==> src/rtl/mult32x32_ctrl.sv <==
// mult32x32_ctrl: start/busy/done sequencer for the 32x32 multiply datapath.
// It steps the 16x16 multiplier through the four partial products
// A_lo*B_lo, A_lo*B_hi<<16, A_hi*B_lo<<16 and A_hi*B_hi<<32 into the
// accumulating product register.
// The optional build macro MULT_SKIP_ZERO_EN skips any partial product whose
// selected A or B half is zero. A skipped term contributes 0, so the result
// does not change, but done arrives earlier.
// DONE_STICKY=1 holds done high after an operation until the next start is
// accepted or reset is asserted.
module mult32x32_ctrl #(
  parameter bit DONE_STICKY = 1'b0
) (
  input  logic        clk,
  input  logic        reset,
  input  logic        start,
  input  logic [31:0] a,
  input  logic [31:0] b,
  output logic        busy,
  output logic        done,
  output logic        a_sel,
  output logic        b_sel,
  output logic [1:0]  shift_sel,
  output logic        upd_prod,
  output logic        clr_prod
);

  localparam int unsigned STEP_N = 4;

  // Step masks: bit i is step i in schedule order P00, P01, P10, P11.
  localparam logic [STEP_N-1:0] AFTER_IDLE = 4'b1111;
  localparam logic [STEP_N-1:0] AFTER_P00  = 4'b1110;
  localparam logic [STEP_N-1:0] AFTER_P01  = 4'b1100;
  localparam logic [STEP_N-1:0] AFTER_P10  = 4'b1000;

  typedef enum logic [2:0] {
    S_IDLE = 3'd0,
    S_P00  = 3'd1,
    S_P01  = 3'd2,
    S_P10  = 3'd3,
    S_P11  = 3'd4,
    S_DONE = 3'd5
  } state_t;

  state_t            state;
  state_t            state_nxt;
  logic              sticky_q;
  logic              sticky_nxt;
  logic [STEP_N-1:0] run_c;

`ifdef MULT_SKIP_ZERO_EN
  logic a_lo_nz_c;
  logic a_hi_nz_c;
  logic b_lo_nz_c;
  logic b_hi_nz_c;

  // A step runs only when both of its selected operand halves are non-zero.
  assign a_lo_nz_c = |a[15:0];
  assign a_hi_nz_c = |a[31:16];
  assign b_lo_nz_c = |b[15:0];
  assign b_hi_nz_c = |b[31:16];
  assign run_c     = {a_hi_nz_c & b_hi_nz_c, a_hi_nz_c & b_lo_nz_c,
                      a_lo_nz_c & b_hi_nz_c, a_lo_nz_c & b_lo_nz_c};
`else
  logic unused_ab;

  // Fixed schedule: every step runs, and the operand bus is not observed.
  assign run_c     = AFTER_IDLE;
  assign unused_ab = ^{a, b};
`endif

  // Select the earliest runnable step in schedule order. DONE is used when
  // no step is left.
  function automatic state_t first_step(input logic [STEP_N-1:0] mask);
    state_t s;
    s = S_DONE;
    if (mask[3]) s = S_P11;
    if (mask[2]) s = S_P10;
    if (mask[1]) s = S_P01;
    if (mask[0]) s = S_P00;
    return s;
  endfunction

  // State and sticky-done registers, cleared asynchronously by reset.
  always_ff @(posedge clk or negedge reset) begin
    if (!reset) begin
      state    <= S_IDLE;
      sticky_q <= 1'b0;
    end else begin
      state    <= state_nxt;
      sticky_q <= sticky_nxt;
    end
  end

  // Next-state logic.
  // Start is honoured only in IDLE.
  // The sticky flag is set by DONE and cleared when a start is accepted.
  always_comb begin
    state_nxt  = state;
    sticky_nxt = sticky_q;
    case (state)
      S_IDLE: begin
        if (start) begin
          state_nxt  = first_step(run_c & AFTER_IDLE);
          sticky_nxt = 1'b0;
        end
      end
      S_P00:   state_nxt = first_step(run_c & AFTER_P00);
      S_P01:   state_nxt = first_step(run_c & AFTER_P01);
      S_P10:   state_nxt = first_step(run_c & AFTER_P10);
      S_P11:   state_nxt = S_DONE;
      S_DONE: begin
        state_nxt  = S_IDLE;
        sticky_nxt = 1'b1;
      end
      default: state_nxt = S_IDLE;
    endcase
  end

  // Output decode.
  // Outputs depend on state alone, except that IDLE also looks at start.
  // clr_prod is additionally gated by reset, so no clear is issued while
  // reset is asserted.
  always_comb begin
    busy      = 1'b0;
    done      = 1'b0;
    a_sel     = 1'b0;
    b_sel     = 1'b0;
    shift_sel = 2'd0;
    upd_prod  = 1'b0;
    clr_prod  = 1'b0;
    case (state)
      S_IDLE: begin
        clr_prod = start & reset;
        done     = DONE_STICKY & sticky_q & ~start;
      end
      S_P00: begin
        busy     = 1'b1;
        upd_prod = 1'b1;
      end
      S_P01: begin
        busy      = 1'b1;
        b_sel     = 1'b1;
        shift_sel = 2'd1;
        upd_prod  = 1'b1;
      end
      S_P10: begin
        busy      = 1'b1;
        a_sel     = 1'b1;
        shift_sel = 2'd1;
        upd_prod  = 1'b1;
      end
      S_P11: begin
        busy      = 1'b1;
        a_sel     = 1'b1;
        b_sel     = 1'b1;
        shift_sel = 2'd2;
        upd_prod  = 1'b1;
      end
      S_DONE: begin
        done = 1'b1;
      end
      default: begin
        busy = 1'b0;
      end
    endcase
  end

endmodule

==> config.mk <==
export PLATFORM = sky130hd
export DESIGN_NAME = mult32x32_ctrl
export DESIGN_NICKNAME = d
export VERILOG_FILES = /design/src/rtl/mult32x32_ctrl.sv
export SDC_FILE = /design/constraint.sdc
export NUM_CORES = 1
export LEC_CHECK = 0
export CAP_MARGIN = 30
export CORE_AREA = 2 2 39 41
export CTS_BUF_LIST = sky130_fd_sc_hd__clkbuf_8
export CTS_CLUSTER_DIAMETER = 100
export DETAILED_ROUTE_END_ITERATION = 10
export DIE_AREA = 0 0 41 43
export DONT_BUFFER_PORTS = 1
export GPL_TIMING_DRIVEN = 0
export SLEW_MARGIN = 20
export SYNTH_ARGS = -nofsm -noshare
export SYNTH_HDL_FRONTEND = slang
export SYNTH_SLANG_ARGS = --single-unit
==> constraint.sdc <==
create_clock -name clk -period 2.9 [get_ports clk]
set_clock_uncertainty 0.15 [all_clocks]
set_input_delay 0.87 -clock clk [delete_from_list [all_inputs] [get_ports clk]]
set_output_delay 0.87 -clock clk [all_outputs]
set_load 0.02 [all_outputs]
==> flow_metrics.tcl, run 1 <==
set metrics [dict create \
    worstPathArrival_ps 1420 \
    synth-adder-area-share_pct 0 \
    fillCellCount 147 \
    drive_above_1_share_pct 48.00 \
    wl_met3_um 60 \
    yosys_warnings 0 \
    p_leak_nw 0.1466 \
    crit_path_start "state[1]" \
    post-cts-setup-buffers 0 \
    track_usage_pct 6.539 \
    tns_ps 0 \
    drc 0 \
    syn-cell-area_um2 245.2 \
    cts_root_buffer "clkbuf_8" \
    core_um2 1384 \
    cp.depth 4 \
    routed_via_density 3.854 \
    final_nets 93 \
    critical_path.cell_chain "clkbuf_8 > nor2_4 > xnor2_1 > buf_4" \
    grt_pass1_vias 152 \
    finalCritPeriodShare_pct 84.18 \
    wl_um 420 \
    wl_met2_um 158 \
    highest_layer "met4" \
    syn_inst 21 \
    overflow 0 \
    synth_xor_xnor_area_share_pct 10.71 \
    cts.clk_slew.worst_paths_ps 30 \
    synth_fp_nets 88 \
    crit_buf_inv 2 \
    reg_top3 "state x3" \
    final-hold-violation-count 0 \
    fin_cells 41 \
    start_kind "register" \
    clkSinkCount 3 \
    htreeDepth 1 \
    slowest_stage "xnor2_1" \
    crit_required_ps 1880 \
    area_growth_pct 26.53 \
    cts_tree "built" \
    ys_seq_elements 3 \
    antenna_cells 0 \
    synth_top_area_share_pct 30.61 \
    port_buffers 0 \
    period_needed_ps 2441 \
    relSlewSlack_pct 63.72 \
    path_max_fanout 8 \
    clk_latency_ps 220 \
    critPathMaxStageDelay_ps 440 \
    route.vias.total 158 \
    synth_compound_area_share_pct 9.184 \
    yosys.area_share.simple_pct 31.63 \
    rsz0062_at_grt "false" \
    fmax_ghz 0.4096 \
    cts_hold_buf 0 \
    largest-register "state" \
    power.density_nw_per_um2 1577 \
    status "complete, no violations" \
    whs_ps 199.3 \
    worst_slew_pin_slew_ps 540.3 \
    synth_mux_area_share_pct 0 \
    hold_path_class "in2async" \
    register_area_um2 75.07 \
    largest_reg_flops 3 \
    ios 75 \
    path_class "reg2out" \
    reg2regPathDepth 3 \
    ir_drop_mv 0.3523 \
    die_x_um 41 \
    synth_top_family_by_area "simple AND/OR/NAND/NOR gates" \
    wl_met1_um 186 \
    dp_cells 37 \
    yosysTopAreaCell "dfrtp_1" \
    numCtsBuffers 3 \
    rr_startpoint "state[1]" \
    netlist_top_cells_area "dfrtp_1 (31%), xnor2_1 (11%), buf_6 (9.2%), nor3b_4 (7.7%), a21o_1 (6.1%)" \
    rows 14 \
    final-setup-viol-count 0 \
    grt_max_degree 10 \
    die_h_um 43 \
    place_congestion 0.6522 \
    initial_utilization_pct 17.72 \
    grt_pass1_wl_um 634 \
    ys_seq_area_share_pct 30.61 \
    synth.avg_cell_area_um2 11.68 \
    worst_setup_path_end_kind "primary output" \
    wl_per_cell_um 10.24 \
    synth.distinct_cells 14 \
    drt_iter0_drc 2 \
    multiInputGateArea_um2 126.4 \
    final_max_slew_viol_count 0 \
    antenna_found_initial 0 \
    dieArea_um2 1763 \
    drt_first_pass_iters 2 \
    cap_violations 0 \
    postRouteAntennaNets 0 \
    cts_resized 0 \
    crit_family "XOR/XNOR gates" \
    cts_buffer_depth 2 \
]
[stage by stage]
step | util, % | power, W | cell area, um^2 | worst slack, ps
global placement | 19.17 | 0.0003695 | 265.3 | 687.0
finish | 22.42 | 0.0004895 | 310.3 | 458.7
detailed placement | 19.17 | 0.0003723 | 265.3 | 681.3
global route | 22.42 | 0.0005143 | 310.3 | 405.2
floorplan | - | 0.0003505 | 245.2 | 725.3
CTS | 22.42 | 0.0004944 | 310.3 | 450.1
[placed cells by master, fill, tap and decap left out]
cell type and n:
clkbuf_8 4, buf_4 1, nor3_1 1, and4b_2 1, nor3b_4 1, nor2_1 2
buf_6 2, xnor2_1 3, and3b_2 1, nor2b_4 1, inv_1 1, nor2_4 1
dfrtp_1 3, a21o_1 2, a211oi_1 1
[metal layers]
metal / up-vias / track usage (%)
met5: - / 0
met1: 72 / 7.767
met3: 2 / 5.236
li1: 76 / -
met2: 8 / 5.000
met4: 0 / 10.00
[final timing paths]
| check | end | slack, ps |
|---|---|---|
| max in group asynchronous | state[0] | 2330 |
| hold reg to reg | state[1] | 410 |
| hold / removal | state[2] | 200 |
| min in group clk | state[1] | 410 |
| setup / recovery | upd_prod | 460 |
| setup reg to reg | state[2] | 1700 |
[power by group]
group	internal [W]	total (W)	leakage, nW	switching, W
Clock	0.0000902	0.000119	0.0269	0.0000288
Sequential	0.0000615	0.0000683	0.0375	0.00000681
Combinational	0.000123	0.000302	0.0822	0.000179
Total	0.000275	0.000489	0.147	0.000215
[final cells by class]
type / count / area share (%)
clock inverter: 1 / 1.210
multi-input combinational: 14 / 40.73
clock buffer: 3 / 13.31
buffer: 4 / 14.11
tap: 16 / 6.452
sequential: 3 / 24.19
[cells in the mapped netlist (all sizes together)]
master / n
dfrtp: 3
a21o: 2
and4b: 1
clkbuf: 1
nor2: 3
nor2b: 1
buf: 3
nor3: 1
and3b: 1
nor3b: 1
xnor2: 3
a211oi: 1
[cell families after synthesis]
group | Yosys count
AO/OA/AOI/OAI | 3
XOR/XNOR | 3
buffers and inverters | 4
flip-flops | 3
AND/OR/NAND/NOR | 8
No activity file was read; power rests on OpenSTA's default activity.
==> inputs of run 2 (changes only) <==
==> constraint.sdc (replaced) <==
create_clock -name clk -period 2.2 [get_ports clk]
set_clock_uncertainty 0.15 [all_clocks]
set_input_delay 0.66 -clock clk [delete_from_list [all_inputs] [get_ports clk]]
set_output_delay 0.66 -clock clk [all_outputs]
set_load 0.02 [all_outputs]
==> run 2 against run 1 <==
Combinational power increased by 37%. Via count increased by 1.3%. Final cell count increased by 2.4%. Worst hold slack improved by 210 ps. Die area unchanged. Design area increased by 5.6%. Utilization increased by 1.3 points. Clock-buffer cell count unchanged. Total power increased by 35%. Critical path depth decreased by 1.
==> flow_metrics.tcl, run 2 (synthesis gave the netlist of run 1 again) <==
set metrics [dict create \
    status "complete, no violations" \
    power.density_nw_per_um2 2020 \
    worst_setup_path_end_kind "primary output" \
    clkSinkCount 3 \
    antenna_found_initial 0 \
    track_usage_pct 6.740 \
    post-cts-setup-buffers 0 \
    overflow 0 \
    largest_reg_flops 3 \
    numCtsBuffers 3 \
    final_cell_mix "clkbuf_8 (4), dfrtp_1 (3)" \
    largest-register "state" \
    worstPathArrival_ps 1310 \
    drive_above_1_share_pct 50.00 \
    die_h_um 43 \
    fmax_ghz 0.4722 \
    cts.clk_slew.worst_paths_ps 30 \
    dieArea_um2 1763 \
    start_kind "register" \
    grt_pass1_vias 158 \
    hold_path_class "reg2reg" \
    routed_via_density 3.810 \
    whs_ps 413.1 \
    fin_total_pwr_w 0.0006622 \
    clk_latency_ps 220 \
    crit_path_start "state[1]" \
    reg2regPathDepth 3 \
    relSlewSlack_pct 74.94 \
    cap_violations 0 \
    crit_required_ps 1390 \
    drt_iter0_drc 2 \
    path_class "reg2out" \
    htreeDepth 1 \
    initial_utilization_pct 17.72 \
    cts_tree "built" \
    cts_buffer_depth 2 \
    area_growth_pct 33.67 \
    wl_per_cell_um 10.40 \
    final-setup-viol-count 0 \
    endpoint "a_sel" \
    drc 0 \
    period_needed_ps 2118 \
    rows 14 \
    grt_pass1_wl_um 662 \
    grt_max_degree 10 \
    die_x_um 41 \
    wl_um 437 \
    reg_top3 "state x3" \
    drt_first_pass_iters 2 \
    utilization_pct 23.69 \
    route.vias.total 160 \
    ir_drop_mv 0.4279 \
    postRouteAntennaNets 0 \
    final_max_slew_viol_count 0 \
    reg2reg_to "state[2]" \
    layout_commonest_cell "clkbuf_8" \
    core_um2 1384 \
    p_leak_nw 0.1552 \
    place_congestion 0.6522 \
    rr_startpoint "state[1]" \
    finalCritPeriodShare_pct 96.26 \
    port_buffers 0 \
    antenna_cells 0 \
    final-hold-violation-count 0 \
    final_nets 94 \
    path_max_fanout 8 \
    cts_root_buffer "clkbuf_8" \
    tns_ps 0 \
    fillCellCount 145 \
    worst_slew_pin_slew_ps 374.5 \
    rsz0062_at_grt "false" \
    r2r_slack_ps 1000 \
    ios 75 \
]
==> run 2: where the power goes <==
| part | internal (W) | total, W | leakage (nW) | switching, W |
|---|---|---|---|---|
| clock | 0.000119 | 0.000157 | 0.0269 | 0.0000380 |
| sequential | 0.0000810 | 0.0000900 | 0.0375 | 0.00000898 |
| combinational | 0.000174 | 0.000415 | 0.0908 | 0.000242 |
==> run 2: worst min-delay path by stage <==
stage,from,endpoint,slack (ps),cells after the start
final,state[0],state[0],410,2
after global routing,state[0],state[0],430,2
after CTS,state[0],state[0],410,2
after detailed placement,reset,state[1],210,0
after global placement,reset,state[1],210,0
after floorplan,reset,state[0],210,0
==> run 2: per-layer routing <==
metal | up-vias | track usage (%) | routed length (um)
li1 | 78 | - | -
met1 | 72 | 8.091 | 197
met2 | 8 | 5.313 | 166
met3 | 2 | 5.236 | 57
met4 | 0 | 10.00 | 14
met5 | - | 0 | 0
==> run 2: what timing repair did <==
action	CTS	global route
hold endpoints to repair	3	0
resized for setup	1	0
endpoints found under the setup margin	1	0
hold buffers	1	0
==> run 2: per-stage QoR <==
| stage | setup slack, ps | cells | cell area [um^2] |
|---|---|---|---|
| after detailed placement | 191.3 | 37 | 265.3 |
| final | 82.30 | 42 | 327.8 |
| after floorplan | 235.3 | 21 | 245.2 |
| after global placement | 197.0 | 37 | 265.3 |
| after CTS | 78.39 | 42 | 327.8 |
| after global routing | 40.65 | 42 | 327.8 |
==> run 2: layout make-up <==
cell class / instances / area, um^2 / area share [%]
clock inverter: 1 / 3.754 / 1.145
sequential: 3 / 75.07 / 22.90
clock buffer: 3 / 41.29 / 12.60
tap: 16 / 20.02 / 6.107
timing repair buffer: 1 / 10.01 / 3.053
multi-input combinational: 14 / 133.9 / 40.84
buffer: 4 / 43.79 / 13.36
==> run 2: worst max-delay path, stage by stage, from the launching register on <==
cell	delay (ps)
dfrtp_1	360
clkbuf_8	160
nor3b_4	340
a21o_1	230
==> RTL change 1: new RTL, settings of run 1 <==
Make the reset (`reset`) synchronous in one clocked block. Comments in the files are not updated.
--- a/src/rtl/mult32x32_ctrl.sv
+++ b/src/rtl/mult32x32_ctrl.sv
@@ -81,7 +81,7 @@
   endfunction
 
   // State and sticky-done registers, cleared asynchronously by reset.
-  always_ff @(posedge clk or negedge reset) begin
+  always_ff @(posedge clk) begin
     if (!reset) begin
       state    <= S_IDLE;
       sticky_q <= 1'b0;
Formal check against the unedited RTL: differs if reset is asserted again (counterexample within 4 cycles, from zero or initial values and one cycle with reset low); with reset held inactive, the same outputs for 10 cycles.
==> RTL change 1 against run 1 <==
Worst setup slack got worse by 26 ps; utilization decreased by 2.7 points; sequential cell count unchanged; non-clock buffer count decreased by 1; area after synthesis decreased by 15%; critical path depth decreased by 1; global-route usage decreased by 1.7 points; hold slack improved by 200 ps; final area decreased by 12%; routed wire length decreased by 7.9%; die area unchanged; critical endpoint unchanged.
Power is not compared: it rests on default switching activity, and its combinational part moved more than twofold at a synthesized area within 25%.
==> RTL change 1: results (changes against run 1) <==
[critical_path]
worstSetupStartpoint=state[0]  ; was state[1]
worstPathMaxFanout=7  ; was 8
worstReg2RegEnd=state[2]  ; unchanged
critical_path.max_stage_delay_ps=460  ; was 440 ps
crit_arrival_ps=1450  ; was 1420 ps

[sta]
worst_hold_slack_ps=397.6  ; was 199.3 ps
slew_headroom_pct=63.60  ; was 63.72%

[routing]
top_layer=met3  ; was met4
wl_met1_um=190  ; was 186 um
routedWlPerCell_um=9.000  ; was 10.24 um

[global_route]
grt_pass1_wl_um=441  ; was 634 um
grt_usage_pct=4.819  ; was 6.539%
grt_max_degree=11  ; was 10
grt_pass1_vias=120  ; was 152

[run_status]
outcome=finished clean  ; unchanged

[finish]
regArea_sq_um=60.06  ; was 75.07 sq um
area_growth_pct=31.33  ; was 26.53%
n_sequential_cell=3  ; unchanged
num-nonclk-inverters=2  ; was 0
nNetsFinal=95  ; was 93
multi_input_area_sq_um=110.1  ; was 126.4 sq um
drive_gt1_share_pct=29.63  ; was 48.00%
final-clk-cell-share_pct=16.51  ; was 14.52%
layout.nonclk_buf_share_pct=11.01  ; was 14.11%
nFillCells=156  ; was 147
signal_buffers=3  ; was 4

[place]
dpl_cell_area_sq_um=227.7  ; was 265.3 sq um
gp_congestion=0.5825  ; was 0.6522

[synthesis]
synth.area.top_cells=dfxtp_1 (29%), xnor2_1 (13%), buf_6 (11%)  ; was dfrtp_1 (31%), xnor2_1 (11%), buf_6 (9.2%)
synth_cell_type_count=15  ; was 14
synthArstFlopShare_pct=0  ; was 100.0%
ys_top_cells_by_count=dfxtp_1 (3), xnor2_1 (3)  ; was dfrtp_1 (3), xnor2_1 (3), a21o_1 (2), buf_6 (2), nor2_1 (2)

-- RTL change 1: power by group --
part	leakage (nW)	internal, mW	switching [mW]
sequential	0.0246	0.0458	0.00382
clock	0.0269	0.0900	0.0268
combinational	0.0765	0.0209	0.0346
-- RTL change 1: kinds of logic (layout without fill, tap and decap cells) --
group	count (synthesis)	after routing	share of synthesized area [%]
compound gates	2	2	8.435
xor+xnor	3	3	12.65
flops	3	3	28.92
simple gates	10	10	31.93
buf+inv	5	9	18.07
-- RTL change 1: how the worst max path moves through the flow --
| stage | to | slack [ps] | cells after the start |
|---|---|---|---|
| after floorplan | clr_prod | 720 | 1 |
| after global placement | upd_prod | 660 | 3 |
| after detailed placement | upd_prod | 650 | 3 |
| after CTS | upd_prod | 420 | 3 |
| after global routing | upd_prod | 360 | 3 |
| final | upd_prod | 430 | 3 |
-- RTL change 1: worst reg2reg max path: stages, from the launching register on --
cell and delay [ps]:
dfxtp_1 310, buf_6 130, or3b_4 400, a21oi_2 110
==> RTL change 2: new RTL, config.mk and constraints of run 1 <==
Without the edit above. Build with the macro `MULT_SKIP_ZERO_EN` defined.
--- a/src/rtl/mult32x32_ctrl.sv
+++ b/src/rtl/mult32x32_ctrl.sv
@@ -7,6 +7,8 @@
 // does not change, but done arrives earlier.
 // DONE_STICKY=1 holds done high after an operation until the next start is
 // accepted or reset is asserted.
+`define MULT_SKIP_ZERO_EN
+
 module mult32x32_ctrl #(
   parameter bit DONE_STICKY = 1'b0
 ) (
Formal check against the unedited RTL: not equivalent (Yosys sat finds a counterexample within 4 cycles, from zero or initial values and one cycle with reset low).
==> RTL change 2 against run 1 <==
Register-to-register slack got worse by 400 ps; area after synthesis increased by 84%; critical endpoint is now clr_prod; hold slack got worse by 3.4 ps; via count increased to 3.4 times the old value; final area increased by 66%; worst setup slack got worse by 140 ps; utilization increased by 15 points; sequential cell count unchanged; total power decreased by 2.1%; routed wire length increased to 3.1 times the old value.
==> RTL change 2: results (changes against run 1) <==
[run_status]
outcome=finished clean  ; unchanged

[place]
dp_hpwl_mm=1.147
gp_congestion=0.7643  ; was 0.6522
io_buffers=0  ; unchanged
dp_cells=76  ; was 37

[finish]
nNetsFinal=132  ; was 93
drive_gt1_share_pct=25.00  ; was 48.00%
largestRegisters=state x3  ; unchanged

[sta]
tightest_slew_ps=653.4  ; was 540.3 ps

[global_route]
grt_usage_pct=14.54  ; was 6.539%
use_met1_pct=17.95  ; was 7.767%
grt_pass1_vias=467  ; was 152
grt_pass1_wl_mm=1.800  ; was 634 um
grt_util_met2_pct=24.06  ; was 5.000%
grt_max_degree=11  ; was 10
gr-usage-met3_pct=0  ; was 5.236%

[clock_tree]
cts_setup_buffers=0  ; unchanged

[routing]
drt-total-wl_mm=1.322  ; was 420 um
routedWlPerCell_um=16.53  ; was 10.24 um
wl_met2_um=671  ; was 158 um
wl_met3_um=181  ; was 60 um
drt_pass1_iterations=4  ; was 2
vias=542  ; was 158
wl_met1_um=456  ; was 186 um
drt_iter0_drc=14  ; was 2

[synthesis]
synth_cell_type_count=26  ; was 14
synthArstFlopShare_pct=100.0  ; unchanged
synth_nets=127  ; was 88
synth.area.top_cells=dfrtp_1 (17%), nor4_1 (15%), nor4_2 (14%)  ; was dfrtp_1 (31%), xnor2_1 (11%), buf_6 (9.2%)
syn_area_per_cell_sq_um=7.507  ; was 11.68 sq um
ys_top_cells_by_count=nor4_1 (11), a21oi_1 (7), nand2_1 (6)  ; was dfrtp_1 (3), xnor2_1 (3), a21o_1 (2), buf_6 (2), nor2_1 (2)
synth.yosys.seq_area_share_pct=16.67  ; was 30.61%

[critical_path]
worstPathMaxFanout=7  ; was 8
crit_arrival_ps=1560  ; was 1420 ps

[power_and_ir_drop]
leakage_nw=0.2001  ; was 0.1466 nW
irDropWorstVdd_uv=279.6  ; was 352.3 uV

## RTL change 2: cell types whose count changed after synthesis, moves of 2 or more
cell     delta
a21o_1      -2
a21oi_1     +7
and3_1      +2
buf_2       +2
buf_6       -2
inv_2       +2
nand2_1     +6
nand4_1     +3
nor4_1     +11
nor4_2      +5
xnor2_1     -2
## RTL change 2: power breakdown
group | switching (mW) | total [mW] | internal [mW]
sequential | 0.0215 | 0.0833 | 0.0618
combinational | 0.181 | 0.276 | 0.0948
clock | 0.0298 | 0.120 | 0.0903
## RTL change 2: cells by family (layout without fill, tap and decap cells)
logic type	count (synthesis)	count (layout)	synth area share [%]
DFF	3	3	16.67
and+or+nand+nor	38	38	57.50
buffers and inverters	5	9	5.557
AOI/OAI and AO/OA	13	13	18.33
xor gates and xnor gates	1	1	1.945
## RTL change 2: critical path: stages, from the launching register on
cell and delay (ps):
dfrtp_1 460, nor2_2 190, nand2_1 120, nor3b_1 570
## RTL change 2: cell type report
type                    count  area (sq um)
inverters                   2         7.507
multi-input cells          52         350.3
plain buffers               3         17.52
flip-flops and latches      3         75.07
clock inverters             1         3.754
clock buffers               3         41.29
fillers                   155         868.3
well taps                  16         20.02
## RTL change 2: path summary, 6_finish.rpt
kind                                from  endpoint  slack [ps]  cells after the start
worst max-delay path            state[1]  clr_prod         320                      3
worst min-delay path               reset  state[2]         200                      0
worst max register to register  state[1]  state[0]        1300                      4
worst min register to register  state[2]  state[2]         600                      3
max in group asynchronous          reset  state[1]        2330                      0
min in group clk                state[2]  state[2]         600                      3
## RTL change 2: through the flow
stage	setup WS (ps)	area [sq um]	util, %
floorplan	408.7	450.4	-
global placement	354.8	470.5	34.00
detailed placement	360.9	470.5	34.00
CTS	325.4	515.5	37.25
global route	252.8	515.5	37.25
finish	320.7	515.5	37.25
